$ cat src/rtl/spo2_pkg.sv
// Shared types and constants for the SpO2 ratio-of-ratios calculator.
package spo2_pkg;

  typedef enum logic [2:0] {
    ST_IDLE,
    ST_COLLECT,
    ST_MULT,
    ST_DIV,
    ST_MAP
  } state_e;

  localparam int Q_FRAC     = 8;
  localparam int MAP_OFFSET = 110;
  localparam int MAP_SLOPE  = 25;
  localparam int SPO2_MAX   = 100;
  localparam int R_MAX      = 4095;
  localparam int NUM_W      = 24;
  localparam int DEN_W      = 16;

  // Linear map: SpO2 = 110 - (25*R)>>8, clamped to 0..100.
  function automatic logic [6:0] map_spo2(input logic [11:0] r);
    logic [16:0] prod;
    logic [8:0]  t;
    prod = 17'(MAP_SLOPE) * 17'(r);
    t    = prod[16:Q_FRAC];
    if (t >= 9'(MAP_OFFSET))
      map_spo2 = '0;
    else if ((9'(MAP_OFFSET) - t) > 9'(SPO2_MAX))
      map_spo2 = 7'(SPO2_MAX);
    else
      map_spo2 = 7'(9'(MAP_OFFSET) - t);
  endfunction

endpackage

$ cat src/rtl/seq_divider.sv
// Unsigned restoring divider, one quotient bit per cycle, MSB first.
// The start cycle already performs the first iteration, so done pulses 24 cycles after start.
module seq_divider
  import spo2_pkg::*;
(
  input  logic             CLK,
  input  logic             rst_n,
  input  logic             start,
  input  logic [NUM_W-1:0] dividend,
  input  logic [DEN_W-1:0] divisor,
  output logic             busy,
  output logic             done,
  output logic [NUM_W-1:0] quotient
);
  localparam int CNT_W = $clog2(NUM_W);

  logic [DEN_W-1:0] rem_q, rem_d, dvs_q, dvs_d;
  logic [NUM_W-1:0] quo_q, quo_d;
  logic [CNT_W-1:0] cnt_q, cnt_d;
  logic             busy_q, busy_d, done_q, done_d;
  logic [DEN_W-1:0] step_rem, step_dvs;
  logic [NUM_W-1:0] step_quo;
  logic [DEN_W:0]   trial;

  always_comb begin
    step_rem = start ? '0 : rem_q;
    step_quo = start ? dividend : quo_q;
    step_dvs = start ? divisor : dvs_q;
    trial    = {step_rem, step_quo[NUM_W-1]};
    rem_d    = rem_q;
    quo_d    = quo_q;
    dvs_d    = dvs_q;
    cnt_d    = cnt_q;
    busy_d   = busy_q;
    done_d   = 1'b0;
    if (start || busy_q) begin
      dvs_d = step_dvs;
      if (trial >= {1'b0, step_dvs}) begin
        rem_d = DEN_W'(trial - {1'b0, step_dvs});
        quo_d = {step_quo[NUM_W-2:0], 1'b1};
      end else begin
        rem_d = trial[DEN_W-1:0];
        quo_d = {step_quo[NUM_W-2:0], 1'b0};
      end
    end
    if (start) begin
      cnt_d  = CNT_W'(NUM_W - 1);
      busy_d = 1'b1;
    end else if (busy_q) begin
      cnt_d = cnt_q - 1'b1;
      if (cnt_q == CNT_W'(1)) begin
        busy_d = 1'b0;
        done_d = 1'b1;
      end
    end
  end

  always_ff @(posedge CLK or negedge rst_n) begin
    if (!rst_n) begin
      rem_q  <= '0;
      quo_q  <= '0;
      dvs_q  <= '0;
      cnt_q  <= '0;
      busy_q <= 1'b0;
      done_q <= 1'b0;
    end else begin
      rem_q  <= rem_d;
      quo_q  <= quo_d;
      dvs_q  <= dvs_d;
      cnt_q  <= cnt_d;
      busy_q <= busy_d;
      done_q <= done_d;
    end
  end

  assign busy     = busy_q;
  assign done     = done_q;
  assign quotient = quo_q;

endmodule

$ cat src/rtl/spo2_calc.sv
// Per-window RED/IR statistics, ratio-of-ratios R in Q4.8 and linear SpO2 map.
//   state      | meaning
//   ST_IDLE    | controller not settled, accumulators held clear
//   ST_COLLECT | capturing samples, waiting for both channels to fill
//   ST_MULT    | form num/den from snapshot, start divider or flag error
//   ST_DIV     | sequential divide in progress
//   ST_MAP     | saturate R, map to SpO2, pulse valid or error
module spo2_calc
  import spo2_pkg::*;
#(
  parameter int WINDOW = 64,
  parameter int DW     = 8
) (
  input  logic          CLK,
  input  logic          rst_n,
  input  logic          Setting_Done,
  input  logic          LED_RED,
  input  logic          LED_IR,
  input  logic [DW-1:0] RED_ADC_Value,
  input  logic [DW-1:0] IR_ADC_Value,
  output logic [6:0]    SpO2,
  output logic          SpO2_valid,
  output logic [11:0]   R_ratio,
  output logic          Div_err,
  output logic          Overrun
);
  localparam int LOG2W = $clog2(WINDOW);
  localparam int CW    = LOG2W + 1;
  localparam int SW    = DW + LOG2W;

  state_e           state_q, state_d;
  logic             red_led_q, ir_led_q, red_fall_q, red_fall_d, ir_fall_q, ir_fall_d;
  logic [CW-1:0]    cnt_q [2], cnt_d [2];
  logic [DW-1:0]    max_q [2], max_d [2], min_q [2], min_d [2];
  logic [SW-1:0]    sum_q [2], sum_d [2];
  logic [DW-1:0]    ac_q [2], ac_d [2], dc_q [2], dc_d [2];
  logic [DW-1:0]    sample [2];
  logic [1:0]       fall;
  logic             win_close;
  logic             err_q, err_d, valid_q, valid_d, derr_q, derr_d, ovr_q, ovr_d;
  logic [6:0]       spo2_q, spo2_d;
  logic [11:0]      r_q, r_d, r_sat;
  logic [15:0]      prod_num;
  logic [DEN_W-1:0] den;
  logic [NUM_W-1:0] num, div_quo;
  logic             div_start, div_busy, div_done;

  // Channel 0 is RED, channel 1 is IR.
  always_comb begin
    red_fall_d = red_led_q & ~LED_RED;
    ir_fall_d  = ir_led_q & ~LED_IR;
    sample[0]  = RED_ADC_Value;
    sample[1]  = IR_ADC_Value;
    fall       = {ir_fall_q, red_fall_q};
    win_close  = (cnt_q[0] == CW'(WINDOW)) && (cnt_q[1] == CW'(WINDOW));
    ovr_d      = win_close && (state_q != ST_COLLECT);
    for (int ch = 0; ch < 2; ch++) begin
      ac_d[ch]  = ac_q[ch];
      dc_d[ch]  = dc_q[ch];
      cnt_d[ch] = cnt_q[ch];
      max_d[ch] = max_q[ch];
      min_d[ch] = min_q[ch];
      sum_d[ch] = sum_q[ch];
      if (win_close && state_q == ST_COLLECT) begin
        ac_d[ch] = max_q[ch] - min_q[ch];
        dc_d[ch] = sum_q[ch][SW-1:LOG2W];
      end
      if (win_close || !Setting_Done) begin
        cnt_d[ch] = '0;
        max_d[ch] = '0;
        min_d[ch] = '1;
        sum_d[ch] = '0;
      end
      // A capture in the close cycle lands in the freshly cleared window.
      if (Setting_Done && fall[ch] && cnt_d[ch] != CW'(WINDOW)) begin
        cnt_d[ch] = cnt_d[ch] + 1'b1;
        if (sample[ch] > max_d[ch]) max_d[ch] = sample[ch];
        if (sample[ch] < min_d[ch]) min_d[ch] = sample[ch];
        sum_d[ch] = sum_d[ch] + SW'(sample[ch]);
      end
    end
  end

  always_comb begin
    prod_num  = 16'(ac_q[0]) * 16'(dc_q[1]);
    num       = NUM_W'(prod_num) << Q_FRAC;
    den       = DEN_W'(16'(ac_q[1]) * 16'(dc_q[0]));
    r_sat     = (div_quo > NUM_W'(R_MAX)) ? 12'(R_MAX) : div_quo[11:0];
    state_d   = state_q;
    err_d     = err_q;
    div_start = 1'b0;
    spo2_d    = spo2_q;
    r_d       = r_q;
    valid_d   = 1'b0;
    derr_d    = 1'b0;
    case (state_q)
      ST_IDLE:    if (Setting_Done) state_d = ST_COLLECT;
      ST_COLLECT: if (win_close) state_d = ST_MULT;
      ST_MULT: begin
        err_d = (den == '0);
        if (den == '0) begin
          state_d = ST_MAP;
        end else begin
          div_start = 1'b1;
          state_d   = ST_DIV;
        end
      end
      ST_DIV: begin
        if (div_done) state_d = ST_MAP;
        else if (!div_busy) state_d = ST_COLLECT;
      end
      ST_MAP: begin
        state_d = ST_COLLECT;
        if (err_q) begin
          derr_d = 1'b1;
        end else begin
          r_d     = r_sat;
          spo2_d  = map_spo2(r_sat);
          valid_d = 1'b1;
        end
      end
      default: state_d = ST_IDLE;
    endcase
    if (!Setting_Done) begin
      state_d   = ST_IDLE;
      div_start = 1'b0;
      spo2_d    = spo2_q;
      r_d       = r_q;
      valid_d   = 1'b0;
      derr_d    = 1'b0;
    end
  end

  always_ff @(posedge CLK or negedge rst_n) begin
    if (!rst_n) begin
      state_q    <= ST_IDLE;
      red_led_q  <= 1'b0;
      ir_led_q   <= 1'b0;
      red_fall_q <= 1'b0;
      ir_fall_q  <= 1'b0;
      err_q      <= 1'b0;
      valid_q    <= 1'b0;
      derr_q     <= 1'b0;
      ovr_q      <= 1'b0;
      spo2_q     <= '0;
      r_q        <= '0;
      for (int ch = 0; ch < 2; ch++) begin
        cnt_q[ch] <= '0;
        max_q[ch] <= '0;
        min_q[ch] <= '1;
        sum_q[ch] <= '0;
        ac_q[ch]  <= '0;
        dc_q[ch]  <= '0;
      end
    end else begin
      state_q    <= state_d;
      red_led_q  <= LED_RED;
      ir_led_q   <= LED_IR;
      red_fall_q <= red_fall_d;
      ir_fall_q  <= ir_fall_d;
      err_q      <= err_d;
      valid_q    <= valid_d;
      derr_q     <= derr_d;
      ovr_q      <= ovr_d;
      spo2_q     <= spo2_d;
      r_q        <= r_d;
      cnt_q      <= cnt_d;
      max_q      <= max_d;
      min_q      <= min_d;
      sum_q      <= sum_d;
      ac_q       <= ac_d;
      dc_q       <= dc_d;
    end
  end

  seq_divider u_div (
    .CLK      (CLK),
    .rst_n    (rst_n),
    .start    (div_start),
    .dividend (num),
    .divisor  (den),
    .busy     (div_busy),
    .done     (div_done),
    .quotient (div_quo)
  );

  assign SpO2       = spo2_q;
  assign R_ratio    = r_q;
  assign SpO2_valid = valid_q;
  assign Div_err    = derr_q;
  assign Overrun    = ovr_q;

endmodule
$ cat config.mk
export PLATFORM = sky130hd
export DESIGN_NAME = spo2_calc
export DESIGN_NICKNAME = d
export VERILOG_FILES = /design/src/rtl/spo2_pkg.sv /design/src/rtl/seq_divider.sv /design/src/rtl/spo2_calc.sv
export SDC_FILE = /design/constraint.sdc
export NUM_CORES = 1
export LEC_CHECK = 0
export ABC_AREA = 1
export BUFFER_PORTS_ARGS = -buffer_cell sky130_fd_sc_hd__buf_2
export CORE_UTILIZATION = 35
export CTS_CLUSTER_SIZE = 14
export DETAILED_ROUTE_END_ITERATION = 16
export GPL_ROUTABILITY_DRIVEN = 0
export PLACE_DENSITY_LB_ADDON = 0.05
export SLEW_MARGIN = 20
export SYNTH_ARGS = -nofsm -noshare
export SYNTH_HDL_FRONTEND = slang
export SYNTH_SLANG_ARGS = --single-unit
$ cat constraint.sdc
create_clock -name CLK -period 6.8 [get_ports CLK]
set_clock_uncertainty 0.05 [all_clocks]
set_input_delay 0.34 -clock CLK [delete_from_list [all_inputs] [get_ports CLK]]
set_output_delay 0.34 -clock CLK [all_outputs]
set_load 0.005 [all_outputs]
# Word level (Yosys, flattened, before mapping)
# Index checks and enable logic that the tools add are counted.
dict set report totals {
  reg_bits 199
  out_inout_bits 22
}
dict set report classes {
  n_addsub 9
  n_mul 3
  magnitude_cmp 8
  eq_ne 12
  mux 51
  n_bitwise 5
  n_reduce_logical 16
}
# cell count
set ops {}
lappend ops {{$mux W8} 12}
lappend ops {{$mux W14} 4}
lappend ops {{$mux W16} 3}
lappend ops {{$mux W7} 6}
lappend ops {{$mul A8 B8 Y16} 2}
lappend ops {{$add A14 B8 Y14} 2}
lappend ops {{$gt A24 B12 Y1 const B} 1}
lappend ops {{$mux W24} 1}
lappend ops {{$ge A17 B16 Y1} 1}
lappend ops {{$mul A5 B12 Y17 const A} 1}
lappend ops {{$gt A8 B8 Y1} 2}
lappend ops {{$logic_not A16 Y1} 1}
lappend ops {{$lt A8 B8 Y1} 2}
lappend ops {{$mux W1} 16}
lappend ops {{$sub A16 B16 Y16} 1}
lappend ops {{$sub A8 B8 Y8} 2}
lappend ops {{$mux W3} 5}
lappend ops {{$add A7 B1 Y7 const B} 2}
lappend ops {{$eq A7 B7 Y1 const B} 2}
lappend ops {{$ne A7 B7 Y1 const B} 2}
lappend ops {{$mux W12} 1}
lappend ops {{$pmux W3 S4} 1}
lappend ops {{$mux W5} 2}
lappend ops {{$ge A9 B7 Y1 const B} 1}
lappend ops {{20 further kinds} 31}

# Logic depth before layout (Yosys ltp)
dict set report logic_depth {
  word_depth 8
  mapped_depth 44
}

# By module
# Synthesis repeated with hierarchy kept, for this count alone.
dict set report unflattened {
  cells_unflattened 2275
  area_unflattened_um2 17276.6
}
# mod n_inst cells_per_inst area_per_inst_um2 seq_area_each_um2
set by_module_without_submodules {}
lappend by_module_without_submodules {spo2_calc 1 1718 13265.2 3423.3}
lappend by_module_without_submodules {seq_divider 1 557 4011.3 1576.5}

# Worst setup path before layout
# No wires, ideal clock.
dict set report synth_timing {
  path_type {register to register}
  startpoint {reg dc_q[12] (netlist name)}
  endpoint {reg u_div.rem_q[10]}
  setup_time_ps 117
  arrival_time_ps 6404
  required_ps 6633
  slack_ps 229
  stages_incl_launch_ff 41
  path_buffers 3
  period_less_slack_ps 6571
  cell_sequence {dfrtp_1 > clkbuf_1 > nand2_1 > fa_1 > inv_1 > fa_1 > fa_1 > fa_1 > ha_1 > inv_1 > nor3_1 > nand2_1 > nand3_2 > nand2_1 > o21ai_2 > xor2_1 > nor2_1 > nand4_2 > (+5 left out) > inv_1 > ha_1 > inv_1 > nor3_1 > nand2_1 > o211ai_2 > a31oi_1 > o21ai_1 > nand2_1 > o21bai_2 > nand2_1 > nand2_1 > inv_1 > nand2_4 > buf_4 > nand2_1 > nand3_1 > nand2_1}
}
dict set report synth_via {
  elab_chain_cells 8
}
# element line
set synth_lines {}
lappend synth_lines {{from (decl)} spo2_calc.sv:36} ;# logic [DW-1:0] ac_q [2], ac_d [2], dc_q [2], dc_d [2];
lappend synth_lines {{from (signal, indexed assignment)} spo2_calc.sv:153} ;# dc_q[ch] <= '0;
lappend synth_lines {{from (signal assigned)} spo2_calc.sv:172} ;# dc_q <= dc_d;
lappend synth_lines {{$mul A8 B8 Y16 *} spo2_calc.sv:87} ;# den = DEN_W'(16'(ac_q[1]) * 16'(dc_q[0]));
lappend synth_lines {{$logic_not A16 Y1} spo2_calc.sv:101} ;# if (den == '0) begin
lappend synth_lines {{$mux W1} spo2_calc.sv:101}
lappend synth_lines {{$mux W1} spo2_calc.sv:96} ;# case (state_q)
lappend synth_lines {{$mux W1} spo2_calc.sv:124} ;# if (!Setting_Done) begin
lappend synth_lines {{$mux W24 (tied with other cells)} seq_divider.sv:27} ;# step_quo = start ? dividend : quo_q;
lappend synth_lines {{$sub A16 B16 Y16 or $ge A17 B16 Y1 (tied branches)} {seq_divider.sv:39, seq_divider.sv:38}}
lappend synth_lines {{$mux W16} seq_divider.sv:38} ;# if (trial >= {1'b0, step_dvs}) begin
lappend synth_lines {{to (signal assigned)} seq_divider.sv:67} ;# rem_q <= rem_d;
lappend synth_lines {{to (decl)} seq_divider.sv:17} ;# logic [DEN_W-1:0] rem_q, rem_d, dvs_q, dvs_d;
# Every way passes the cells marked *; elsewhere a longest branch is shown, timed or not.
# A chain may end at the register's enable or synchronous reset.

# Worst setup path in the final report
dict set report layout_timing {
  startpoint {reg ac_q[3] (netlist name)}
  endpoint {reg u_div.rem_q[14]}
}
dict set report layout_via {
  elab_chain_cells 8
}
# element line
set layout_lines {}
lappend layout_lines {{from (decl)} spo2_calc.sv:36}
lappend layout_lines {{from (signal, indexed assignment)} spo2_calc.sv:152} ;# ac_q[ch] <= '0;
lappend layout_lines {{from (signal assigned)} spo2_calc.sv:171} ;# ac_q <= ac_d;
lappend layout_lines {{$mul A8 B8 Y16 *} spo2_calc.sv:87}
lappend layout_lines {{$logic_not A16 Y1} spo2_calc.sv:101}
lappend layout_lines {{$mux W1} spo2_calc.sv:101}
lappend layout_lines {{$mux W1} spo2_calc.sv:96}
lappend layout_lines {{$mux W1} spo2_calc.sv:124}
lappend layout_lines {{$mux W24 (tied with other cells)} seq_divider.sv:27}
lappend layout_lines {{$sub A16 B16 Y16 or $ge A17 B16 Y1 (tied branches)} {seq_divider.sv:39, seq_divider.sv:38}}
lappend layout_lines {{$mux W16} seq_divider.sv:38}
# Marks and branches as above.

==> flow_summary.yaml <==
global_route:
  antenna_found_initial: 0
  grt-ovfl-total: 0
  track_usage_pct: 17.4
  use_met2_pct: 29.9
  grt_use_met1_pct: 22.6
  grt_max_degree: 94
  grt_busiest_layer: "met2"
  grt_pass1_wl_mm: 68.3
  use_met3_pct: 2.54
  first_global_vias: 13500
setup_path:
  cpMaxStageDelayCell: "fa_1"
  start_kind: "register"
  crit_required_ns: 7.14
  cp.arrival_ns: 6.83
  critPathMaxFanout: 7
  critPathCaptureType: "register"
  cpPeakStageDelay_ns: 0.55
  critical_path_class: "reg2reg"
  cp_common_cell: "nand2_1"
layout:
  diodes: 0
  post-route-cell-area_um2: 19000
  nets: 2556
  final_cells: 2885
  area_growth_pct: 12.9
  final_cell_mix: "nand2_1 (549), inv_1 (407), ha_1 (183)"
  layout_commonest_cell: "nand2_1"
  fillCellCount: 4891
  layout-drive-gt1-share_pct: 11.3
logic_synthesis:
  synth-compound-area-share_pct: 9.51
  seq_area_frac_synth_pct: 29.7
  yosys.area_share.simple_pct: 21.2
  yosys_warnings: 0
  async_flop_share_pct: 100
  synth_top_family_by_area: "adder cells"
  yosysTopAreaCell: "dfrtp_1"
  synth_seq_cells: 199
  postSynthAreaPerCell_um2: 7.66
  yosys-top-cells-area: "dfrtp_1 (27%), ha_1 (14%), nand2_1 (12%)"
  synth_edf_count: 0
  synth_flop_cell: "dfrtp_1"
  synth_mux_area_share_pct: 0
  synth_area_um2: 16800
  syn_inst: 2197
  yosys.cell_types.count: 51
  synthXorXnorAreaFrac_pct: 3.90
  synth.top_cell.area_share_pct: 27.2
  synth_nets: 2496
  synth_fa_ha_area_share_pct: 24.4
clock_network:
  cts_buffers: 17
  cts_max_level: 4
  clock_path_buffers: 2
  root_buffer: "clkbuf_16"
  cts_sinks: 199
  cts_tree: "yes"
  cts.reportedPaths.clkPinSlew_ns: 0.08
  clock_latency_ns: 0.50
sta:
  final-max-slew-violation-count: 0
  final-hold-violation-count: 0
  final-setup-viol-count: 0
  tightest_slew_ns: 1.11
  finalCritPeriodShare_pct: 95.4
  relSlewSlack_pct: 25.1
  fmax_ghz: 0.154
  period_needed_ns: 6.49
floorplan:
  die_w_um: 221
  rows: 80
  initial_utilization_pct: 35.4
  boundaryPins: 43
  die_area_um2: 49000
  coreArea_um2: 47500
  fp.dieH_um: 221
routing:
  drt_iter0_markers: 563
  wl_mm: 40.7
  route.detailed.drc: 0
  ant_nets: 0
  vias: 13400
  wire_per_inst_um: 14.1
  drt_pass1_iterations: 5
  vias_per_cell: 4.63
pwr:
  p_total_mw: 2.60
  powerDensity_nw_per_um2: 137
  p_leak_nw: 10.8
  vdd_ir_drop_max_mv: 0.165
run_status:
  status: "finished clean"
place:
  place_area_um2: 17900
  port_buffers: 42
  dp.cells: 2832
  hpwl_mm: 31.5
run:
  maxCapViolations: 0
hold_path:
  hold_path_class: "in2reg"
==> path summary, 6_finish.rpt <==
| check | startpoint | to | slack, ns | cells after the start |
|---|---|---|---|---|
| setup / recovery | ac_q[3] | u_div.rem_q[14] | 0.31 | 37 |
| hold / removal | RED_ADC_Value[5] | min_q[13] | 0.08 | 3 |
| setup reg to reg | ac_q[3] | u_div.rem_q[14] | 0.31 | 37 |
| hold reg to reg | red_led_q | red_fall_q | 0.42 | 2 |
| max in group asynchronous | rst_n | u_div.rem_q[0] | 5.00 | 3 |
| min in group asynchronous | rst_n | SpO2[0] | 0.35 | 2 |
==> timing repair <==
item / CTS / global route
endpoints found under the hold margin: 87 / 0
hold buffers: 3 / 0
gates cloned: 0 / 5
gates resized for setup: 6 / 74
pin swaps: 0 / 28
setup buffers: 0 / 13
endpoints found under the setup margin: 14 / 17
==> worst max-delay path: cells and delay by family (launching register included) <==
family / cells / cell delay [ns]
AOI/OAI and AO/OA: 5 / 0.68
DFF: 1 / 0.45
xor gates and xnor gates: 1 / 0.20
adders and majority gates: 6 / 2.59
buffers and inverters: 7 / 0.70
and+or+nand+nor: 18 / 1.72
==> registers in the layout (all words and copies together) (netlist names), 3 cells and up <==
register / flops
R_ratio: 12
SpO2: 7
ac_q: 16
cnt_q: 14
dc_q: 16
max_q: 16
min_q: 16
state_q: 3
sum_q: 28
u_div.cnt_q: 5
u_div.dvs_q: 16
u_div.quotient: 24
u_div.rem_q: 16
==> synthesized netlist by cell type (2+ instances only) <==
| master | count |
|---|---|
| nand2_1 | 555 |
| inv_1 | 412 |
| ha_1 | 195 |
| dfrtp_1 | 183 |
| nor2_1 | 140 |
| o21ai_0 | 131 |
| a21oi_1 | 94 |
| nand3_1 | 88 |
| fa_1 | 83 |
| xor2_1 | 56 |
| clkbuf_1 | 51 |
| nand4_1 | 20 |
| nor3_1 | 20 |
| xnor2_1 | 19 |
| o21ai_1 | 17 |
| dfstp_2 | 16 |
| a31oi_1 | 12 |
| buf_2 | 11 |
| nand2_2 | 8 |
| inv_2 | 6 |
| o211ai_1 | 6 |
| a211oi_1 | 5 |
| nor4_1 | 5 |
| o31ai_1 | 5 |
| or2_1 | 5 |
| or2_2 | 5 |
| buf_4 | 4 |
| buf_6 | 4 |
| o211ai_2 | 4 |
| o21bai_1 | 4 |
| nor2_2 | 3 |
| nor3_2 | 3 |
| o21a_1 | 3 |
| a21o_1 | 2 |
| a21oi_2 | 2 |
| and2_1 | 2 |
| buf_1 | 2 |
| nand2_4 | 2 |
| nand3_2 | 2 |
==> where the power goes <==
group	internal [mW]	leakage (nW)	total, mW	switching [mW]
combinational	0.0989	7.88	0.268	0.169
clock	0.498	0.287	1.05	0.550
sequential	1.25	2.60	1.28	0.0330
==> metrics by stage <==
step	TNS [ns]	setup WS [ns]	hold WS, ns	utilization, %
after floorplan	0	0.229	-0.00559	-
after global placement	0	0.0425	0.399	37.6
after detailed placement	-0.00274	-0.00206	0.404	37.6
after CTS	0	0.00321	0.0356	38.9
after global routing	-0.656	-0.0831	0.0543	40.0
final	0	0.311	0.0833	40.0
==> final cells by class <==
cell class	instances	area, um2	area share [%]
clock buffers	19	443	2.33
clock inverters	13	136	0.718
inverters	420	1600	8.40
multi-input cells	1508	10200	53.9
flip-flops and latches	199	5010	26.4
well taps	615	769	4.05
repair buffers	110	786	4.14
repair inverters	1	6.26	0.0329
==> per-layer routing <==
| metal | part of all wire, % | up-vias |
|---|---|---|
| met5 | 0 | - |
| met4 | 1.3 | 0 |
| met2 | 49 | 100 |
| met3 | 2.0 | 28 |
| li1 | - | 6992 |
| met1 | 48 | 6249 |
==> logic make-up (layout without fill, tap and decap cells) <==
group                    Yosys count  after routing
buffers and inverters            492            563
XOR/XNOR                          75             75
adder cells (fa/ha/maj)          278            278
AND/OR/NAND/NOR                  862            864
AO/OA/AOI/OAI                    291            291
flip-flops                       199            199
No activity file was read; power rests on OpenSTA's default activity.
